==> src/rtl/riscv_pkg.sv <==
`default_nettype none
// ============================================================================
// Module      : riscv_pkg
// Description : Shared RV32 encoding constants: instruction format codes,
//               base opcodes, the canonical NOP and the buffered word type.
// Revision    : 1.0 - initial release
// ============================================================================
package riscv_pkg;

  // Format selector carried on in_fmt; codes 6 and 7 are illegal
  typedef enum logic [2:0] {
    FMT_R = 3'd0,
    FMT_I = 3'd1,
    FMT_S = 3'd2,
    FMT_B = 3'd3,
    FMT_U = 3'd4,
    FMT_J = 3'd5
  } fmt_e;

  // Base opcodes of the RV32I major groups
  localparam logic [6:0] OPC_LOAD   = 7'h03;
  localparam logic [6:0] OPC_OP_IMM = 7'h13;
  localparam logic [6:0] OPC_AUIPC  = 7'h17;
  localparam logic [6:0] OPC_STORE  = 7'h23;
  localparam logic [6:0] OPC_OP     = 7'h33;
  localparam logic [6:0] OPC_LUI    = 7'h37;
  localparam logic [6:0] OPC_BRANCH = 7'h63;
  localparam logic [6:0] OPC_JAL    = 7'h6F;

  // addi x0, x0, 0
  localparam logic [31:0] NOP_INSTR = {12'd0, 5'd0, 3'd0, 5'd0, OPC_OP_IMM};

  // Output buffer depth (occupancy fits in two bits)
  localparam logic [1:0] FIFO_DEPTH = 2'd2;

  // One buffered entry: encoded word plus its error flag
  typedef struct packed {
    logic [31:0] instr;
    logic        err;
  } enc_word_t;

endpackage
`default_nettype wire

==> src/rtl/instr_pack.sv <==
`default_nettype none
// ============================================================================
// Module      : instr_pack
// Description : Purely combinational RV32 field packer. Builds the 32-bit word
//               for the selected format and flags immediates that do not fit
//               (or are misaligned). Out-of-range immediates are still packed
//               in truncated form; illegal formats produce a NOP.
// Revision    : 1.0 - initial release
// ============================================================================
module instr_pack
  import riscv_pkg::*;
(
  input  logic [2:0]  fmt_i,
  input  logic [6:0]  opcode_i,
  input  logic [4:0]  rd_i,
  input  logic [4:0]  rs1_i,
  input  logic [4:0]  rs2_i,
  input  logic [2:0]  funct3_i,
  input  logic [6:0]  funct7_i,
  input  logic [31:0] imm_i,
  output logic [31:0] instr_o,
  output logic        err_o
);

  // A signed value fits in N bits when bits [31:N-1] are all copies of the sign
  logic w_fits12;
  logic w_fits13;
  logic w_fits21;

  assign w_fits12 = (&imm_i[31:11]) | ~(|imm_i[31:11]);
  assign w_fits13 = (&imm_i[31:12]) | ~(|imm_i[31:12]);
  assign w_fits21 = (&imm_i[31:20]) | ~(|imm_i[31:20]);

  // Format-driven packing and range/alignment checking
  always_comb begin
    instr_o = '0;
    err_o   = 1'b0;
    case (fmt_i)
      FMT_R: begin
        instr_o = {funct7_i, rs2_i, rs1_i, funct3_i, rd_i, opcode_i};
      end
      FMT_I: begin
        instr_o = {imm_i[11:0], rs1_i, funct3_i, rd_i, opcode_i};
        err_o   = ~w_fits12;
      end
      FMT_S: begin
        instr_o = {imm_i[11:5], rs2_i, rs1_i, funct3_i, imm_i[4:0], opcode_i};
        err_o   = ~w_fits12;
      end
      FMT_B: begin
        // 13-bit signed range with an even offset gives [-4096, 4094]
        instr_o = {imm_i[12], imm_i[10:5], rs2_i, rs1_i, funct3_i,
                   imm_i[4:1], imm_i[11], opcode_i};
        err_o   = ~w_fits13 | imm_i[0];
      end
      FMT_U: begin
        instr_o = {imm_i[31:12], rd_i, opcode_i};
        err_o   = |imm_i[11:0];
      end
      FMT_J: begin
        // 21-bit signed range with an even offset gives [-1048576, 1048574]
        instr_o = {imm_i[20], imm_i[10:1], imm_i[11], imm_i[19:12], rd_i, opcode_i};
        err_o   = ~w_fits21 | imm_i[0];
      end
      default: begin
        instr_o = NOP_INSTR;
        err_o   = 1'b1;
      end
    endcase
  end

endmodule
`default_nettype wire

==> src/rtl/instr_encoder.sv <==
`default_nettype none
// ============================================================================
// Module      : instr_encoder
// Description : RV32 instruction encoder with valid/ready handshakes. Each
//               accepted request is packed, pushed into a 2-entry FIFO with
//               its error flag, and a saturating 8-bit error counter tracks
//               accepted requests that were flagged.
// Revision    : 1.0 - initial release
// ============================================================================
module instr_encoder
  import riscv_pkg::*;
(
  input  logic        clk,
  input  logic        rst_n,
  input  logic        in_valid,
  output logic        in_ready,
  input  logic [2:0]  in_fmt,
  input  logic [6:0]  in_opcode,
  input  logic [4:0]  in_rd,
  input  logic [4:0]  in_rs1,
  input  logic [4:0]  in_rs2,
  input  logic [2:0]  in_funct3,
  input  logic [6:0]  in_funct7,
  input  logic [31:0] in_imm,
  output logic        out_valid,
  input  logic        out_ready,
  output logic [31:0] out_instr,
  output logic        out_err,
  output logic [7:0]  err_count
);

  logic [31:0] w_instr;
  logic        w_err;
  logic        w_push;
  logic        w_pop;

  enc_word_t   mem_q [2];
  logic        wr_ptr_q, wr_ptr_d;
  logic        rd_ptr_q, rd_ptr_d;
  logic [1:0]  count_q,  count_d;
  logic [7:0]  err_cnt_q, err_cnt_d;

  instr_pack u_pack (
    .fmt_i    (in_fmt),
    .opcode_i (in_opcode),
    .rd_i     (in_rd),
    .rs1_i    (in_rs1),
    .rs2_i    (in_rs2),
    .funct3_i (in_funct3),
    .funct7_i (in_funct7),
    .imm_i    (in_imm),
    .instr_o  (w_instr),
    .err_o    (w_err)
  );

  // Handshake flags depend only on registered occupancy (no out_ready -> in_ready path)
  assign in_ready  = (count_q < FIFO_DEPTH);
  assign out_valid = (count_q != 2'd0);
  assign w_push    = in_valid && in_ready;
  assign w_pop     = out_valid && out_ready;

  // Head of FIFO is presented only while valid, zero otherwise
  assign out_instr = out_valid ? mem_q[rd_ptr_q].instr : 32'd0;
  assign out_err   = out_valid ? mem_q[rd_ptr_q].err   : 1'b0;
  assign err_count = err_cnt_q;

  // Next-state for pointers, occupancy and saturating error counter
  always_comb begin
    wr_ptr_d  = wr_ptr_q;
    rd_ptr_d  = rd_ptr_q;
    count_d   = count_q;
    err_cnt_d = err_cnt_q;
    if (w_push) begin
      wr_ptr_d = ~wr_ptr_q;
    end
    if (w_pop) begin
      rd_ptr_d = ~rd_ptr_q;
    end
    case ({w_push, w_pop})
      2'b10:   count_d = count_q + 2'd1;
      2'b01:   count_d = count_q - 2'd1;
      default: count_d = count_q;
    endcase
    if (w_push && w_err && (err_cnt_q != 8'hFF)) begin
      err_cnt_d = err_cnt_q + 8'd1;
    end
  end

  // Control state register; reset flushes everything immediately
  always_ff @(posedge clk or negedge rst_n) begin
    if (!rst_n) begin
      wr_ptr_q  <= 1'b0;
      rd_ptr_q  <= 1'b0;
      count_q   <= 2'd0;
      err_cnt_q <= 8'd0;
    end else begin
      wr_ptr_q  <= wr_ptr_d;
      rd_ptr_q  <= rd_ptr_d;
      count_q   <= count_d;
      err_cnt_q <= err_cnt_d;
    end
  end

  // FIFO storage; written at the write pointer on every accepted request
  always_ff @(posedge clk or negedge rst_n) begin
    if (!rst_n) begin
      for (int i = 0; i < 2; i++) begin
        mem_q[i] <= '0;
      end
    end else if (w_push) begin
      mem_q[wr_ptr_q] <= '{instr: w_instr, err: w_err};
    end
  end

endmodule
`default_nettype wire

==> config.mk <==
export PLATFORM = sky130hd
export DESIGN_NAME = instr_encoder
export DESIGN_NICKNAME = d
export VERILOG_FILES = /design/src/rtl/riscv_pkg.sv /design/src/rtl/instr_pack.sv /design/src/rtl/instr_encoder.sv
export SDC_FILE = /design/constraint.sdc
export NUM_CORES = 1
export LEC_CHECK = 0
export BUFFER_PORTS_ARGS = -buffer_cell sky130_fd_sc_hd__buf_2
export CAP_MARGIN = 15
export CORE_UTILIZATION = 55
export CTS_BUF_LIST = sky130_fd_sc_hd__clkbuf_4
export DETAILED_ROUTE_END_ITERATION = 12
export HOLD_SLACK_MARGIN = 0.05
export PLACE_DENSITY_LB_ADDON = 0.15
export REMOVE_ABC_BUFFERS = 1
export SYNTH_ARGS = -nofsm -noshare
export SYNTH_HDL_FRONTEND = slang
export SYNTH_HIERARCHICAL = 1
export SYNTH_SLANG_ARGS = --single-unit
==> constraint.sdc <==
create_clock -name clk -period 1.7 [get_ports clk]
set_input_delay 0.425 -clock clk [delete_from_list [all_inputs] [get_ports clk]]
set_output_delay 0.425 -clock clk [all_outputs]
set_load 0.02 [all_outputs]
Word level (Yosys, flattened, before mapping)
Cells that the tools add are included.

Register bits after elaboration: 78. Output and inout bits: 43. Word-level logic and storage cells: 65.

$add $sub $neg: 3. $lt $le $gt $ge: 4. Equality and inequality tests: 8. Muxes and demuxes: 11. Bitwise gates (word level): 15. Reductions and logical operators: 16.

Operators with widths (count): case mux 32 bit (6 select lines) (1); 2-to-1 mux 33 bit (4); bitwise mux 66 bit (1); demux 33 bit (select 1 bit) (1); 2-to-1 mux 32 bit (1); OR reduction 12 bit (2); AND reduction 21 bit (1); OR reduction 21 bit (1); AND reduction 20 bit (1); OR reduction 20 bit (1); AND reduction 12 bit (1); adder 8 x 1 -> 8 bit (second input constant) (1); != test 8 bit (second input constant) (1); NOT 1 bit (8); equality test 3 x 2 -> 1 bit (second input constant) (2); equality test 3 bit (second input constant) (2); logical AND 1 bit (5); bitwise OR 1 bit (5); case mux 1 bit (5 select lines) (1); greater-or-equal comparator 2 bit (second input constant) (2); NOT 1 -> 2 bit (2); case mux 2 bit (2 select lines) (1); nonzero test 2 bit (2); equality test 3 x 1 -> 1 bit (second input constant) (1); other kinds (9) (9).

Depth between registers and ports, before layout
Depth after elaboration: 8. Gate-level depth with buffers: 8. Gate-level depth less buffers: 8.

Modules after synthesis
The synthesis kept the hierarchy.

Modules (own cells, without submodules): instr_encoder (instances 1, cells an instance 268, area each 3555.9 µm²); instr_pack (instances 1, cells an instance 128, area each 725.7 µm²).

Worst setup path before layout
No wires, ideal clock.

Path kind: input-to-reg. Start: input port in_imm[12]. End: register err_cnt_q[4], in the netlist err_count[4]. Arrival: 2.070 ns. Data required time: 1.575 ns. Setup slack: -0.495 ns. Stages on the path: 8. Path buffers: 0. Path through: or4_1 > nor2_1 > a311oi_1 > a22oi_1 > nand3_1 > and3b_1 > nand4_1 > mux2_2.

Longest elaborated chain between the ends: 8. Elaborated cells on any way between the ends: 14.

Ends and longest elaborated chain: start: declaration (RTL line instr_encoder.sv:24) `input logic [31:0] in_imm,`; OR reduction 20 bit (RTL line instr_pack.sv:31) `assign w_fits13 = (&imm_i[31:12]) | ~(|imm_i[31:12]);`; NOT 1 bit (RTL line instr_pack.sv:31); bitwise OR 1 bit (RTL line instr_pack.sv:31); NOT 1 bit (RTL line instr_pack.sv:54) `err_o = ~w_fits13 | imm_i[0];`; bitwise OR 1 bit (RTL line instr_pack.sv:54); case mux 1 bit (5 select lines) (*) (RTL line instr_pack.sv:38) `case (fmt_i)`; named net w_err (RTL line instr_encoder.sv:33) `logic w_err;`; logical AND 1 bit (*) (2 in series) (RTL line instr_encoder.sv:84) `if (w_push && w_err && (err_cnt_q != 8'hFF)) begin`; end signal: assignment (RTL line instr_encoder.sv:100) `err_cnt_q <= err_cnt_d;`; end: declaration (RTL line instr_encoder.sv:41) `logic [7:0] err_cnt_q, err_cnt_d;`.

Mark *: on every way through the listed nets, which the timed path passes. The rest lies on a longest branch. A chain may end at the register's enable or synchronous reset.

Final worst setup path
Start: register count_q[0]. End: output port out_instr[17].

Longest elaborated chain between the ends: 2.

Ends and longest elaborated chain: start: declaration (RTL line instr_encoder.sv:40) `logic [1:0] count_q, count_d;`; start signal: assignment (RTL line instr_encoder.sv:99) `count_q <= count_d;`; nonzero test 2 bit (RTL line instr_encoder.sv:58) `assign out_valid = (count_q != 2'd0);`; 2-to-1 mux 32 bit (RTL line instr_encoder.sv:63) `assign out_instr = out_valid ? mem_q[rd_ptr_q].instr : 32'd0;`; end: declaration (RTL line instr_encoder.sv:27) `output logic [31:0] out_instr,`.

No other way between the ends.

==> flow_summary.json <==
{
  "nFillCells": 447,
  "start_util": 0.581,
  "synth_seq_area_share": 0.456,
  "drt_pass1_iterations": 4,
  "setup_viol": 70,
  "irDropWorstVdd_uv": 1160,
  "grt_use_total": 0.282,
  "cts_tree": "done",
  "vias_per_cell": 5.69,
  "grt_pass1_vias": 3796,
  "cts_root_buf": "clkbuf_4",
  "hold_slack_ns": 0.312,
  "violations": "setup timing",
  "synth_ff_type": "dfrtp_1",
  "grt_max_degree": 41,
  "crit_path_start_kind": "register",
  "yosys.cell_types.count": 43,
  "place_hpwl_um": 7650,
  "drt_wl_total_um": 11900,
  "numPortBuffers": 113,
  "gp_congestion": 0.873,
  "n_antenna_cell": 0,
  "synth_edf_count": 0,
  "ys_warn_count": 6,
  "design.die.area_um2": 8140,
  "clk_latency_ns": 0.43,
  "final_area_um2": 6090,
  "status": "finished with violations",
  "netlist_instances": 396,
  "drt_iter0_markers": 180,
  "syn_avg_cell_area_um2": 10.8,
  "slew-limit-headroom": 0.632,
  "die_w_um": 90.2,
  "drv_slew": 0,
  "period_share": 1.19,
  "grt_pass1_wl_um": 18200,
  "post-route-drc-count": 0,
  "yosysMostFrequentCell": "dfrtp_1",
  "cp_num_buf_inv": 3,
  "clockBufferDepth": 2,
  "hold_viol": 0,
  "num_vias": 3839,
  "synth_area_um2": 4280,
  "tightest_slew_ns": 0.551,
  "p_per_area_nw_per_um2": 1720,
  "dpl_cell_area_um2": 5350,
  "synth.area.top_cells": "dfrtp_1 (46%), mux2_2 (11%), mux2i_1 (8.2%)",
  "yosys.area.top_type_share": 0.456,
  "nets": 644,
  "max_stage_delay_ns": 0.45,
  "cp.arrival_ns": 1.59,
  "critPathKind": "reg -> out",
  "wl_per_cell_um": 17.6,
  "path_clk_slew_ns": 0.14,
  "async_flop_share": 1.00,
  "drive_gt1_frac": 0.503,
  "crit_family": "flip-flops",
  "final_util": 0.827,
  "placed_cells": 640,
  "clock_sinks": 78,
  "power.total_uw": 10500,
  "postLayoutSetupSlackWorst_ns": -0.315,
  "grt_remaining_overflow": 0,
  "io_pins": 114,
  "grt_antenna_before_repair": 0,
  "grt_setup_unrepaired": "true",
  "path_cells": "nor2_4, buf_12, buf_12, nor2_1, buf_2",
  "cp_data_required_time_ns": 1.27,
  "fmax_mhz": 496,
  "instances_no_fill": 675,
  "cap_violations": 0,
  "ant_nets": 0,
  "cts_inserted_buffers": 9,
  "synth_area_leader_cell": "dfrtp_1",
  "fp-row-count": 31,
  "min_path_type": "in -> reg",
  "skew_ns": 0.0289,
  "htree_num_levels": 3,
  "ys_seq_elements": 78,
  "leakage_uw": 0.00294,
  "synth_common_cells": "dfrtp_1 (78), nor2_1 (41), mux2_2 (40)",
  "coreArea_um2": 7370,
  "dieHeight_um": 90.2,
  "worst_path_most_repeated_cell": "buf_12",
  "period_needed_ns": 2.01,
  "cp_max_fo": 8,
  "slowest_stage": "dfrtp_1",
  "endpoint_kind": "output port",
  "areaGrowthSynthToFinish_pct": 42.3
}
==> cell usage in the layout, fill, tap and decap left out, types with 4 or more instances in the layout <==
cell,Yosys,routed
nand4_1,7,7
mux2_1,31,30
mux2i_2,0,7
buf_4,3,55
nand2_1,21,21
nor2_1,41,26
buf_6,0,22
clkbuf_4,0,11
nor2_4,1,5
mux2_2,40,38
buf_2,9,95
inv_1,15,13
mux2i_1,35,27
and2_1,7,6
nand2b_1,5,5
nor4_1,7,6
nand3_1,5,4
xnor2_1,6,4
o21ai_0,18,18
a22o_1,5,5
nor2_2,0,11
dfrtp_1,78,76
a22oi_1,18,17
o22ai_1,6,6
buf_12,0,10
==> registers in the layout (all words and copies together) (netlist names) <==
name	cells
count_q	2
mem_q	66
rd_ptr_q	1
wr_ptr_q	1
err_count	8
==> metrics by stage <==
| step | TNS (ns) | setup slack [ns] |
|---|---|---|
| after floorplan | -25.24 | -1.04 |
| after global placement | -6.90 | -0.743 |
| after detailed placement | -7.97 | -0.808 |
| after CTS | -9.16 | -0.266 |
| after global routing | -14.97 | -0.381 |
| final | -11.21 | -0.315 |
==> power by group <==
group | switching [uW] | internal, uW | total [uW]
clock network | 651 | 633 | 1280
logic | 2920 | 3020 | 5940
registers | 573 | 2690 | 3260
==> metal layers <==
layer  routed length, um  GRT usage  share of wire  vias to the layer above
met1                5090      0.352           0.43                     1900
met3                 631     0.0398          0.053                       24
met4                 252      0.105          0.021                        0
li1                    -          -              -                     1781
met2                5930      0.497           0.50                      134
met5                   0          0              0                        -
==> cell families after synthesis <==
| kind of cell | synth area share |
|---|---|
| muxes | 0.269 |
| AOI/OAI and AO/OA | 0.0938 |
| DFF | 0.456 |
| xor gates and xnor gates | 0.0143 |
| adders and majority gates | 0.00584 |
| and+or+nand+nor | 0.124 |
| buffers and inverters | 0.0377 |
==> final timing paths <==
check	startpoint	to	slack (ns)	cells after the start
max in group asynchronous	rst_n	mem_q[50]$_DFFE_PN0P_	0.65	3
min in group asynchronous	rst_n	mem_q[7]$_DFFE_PN0P_	0.53	2
max	count_q[0]$_DFFE_PN0P_	out_instr[17]	-0.31	5
max reg2reg	count_q[1]$_DFFE_PN0P_	err_count[7]$_DFFE_PN0P_	-0.04	5
min	in_opcode[0]	mem_q[1]$_DFFE_PN0P_	0.31	3
min reg2reg	mem_q[12]$_DFFE_PN0P_	mem_q[12]$_DFFE_PN0P_	0.50	1
==> worst register-to-register path, cell delays in order, from the launching register on <==
cell	delay, ns
dfrtp_2	0.46
buf_4	0.16
nand3b_1	0.20
buf_6	0.16
nor4_4	0.28
mux2_2	0.37
==> final cells by class <==
| type | count | area [um2] | area share |
|---|---|---|---|
| Multi-Input combinational cell | 281 | 2370 | 0.389 |
| Sequential cell | 78 | 1950 | 0.321 |
| Timing Repair Buffer | 186 | 1420 | 0.233 |
| Tap cell | 99 | 124 | 0.0203 |
| Clock buffer | 11 | 82.6 | 0.0136 |
| Clock inverter | 5 | 81.3 | 0.0133 |
| Inverter | 15 | 61.3 | 0.0101 |
==> repair_timing <==
action                                  in CTS  in global routing
gates cloned                                 2                  4
buffers inserted                            10                  5
resized for setup                           49                 53
hold buffers                                 1                  0
endpoints found under the setup margin      42                 68
hold endpoints to repair                    38                  0
pin swaps                                   12                  7
Power figures use the tool's default switching activity.
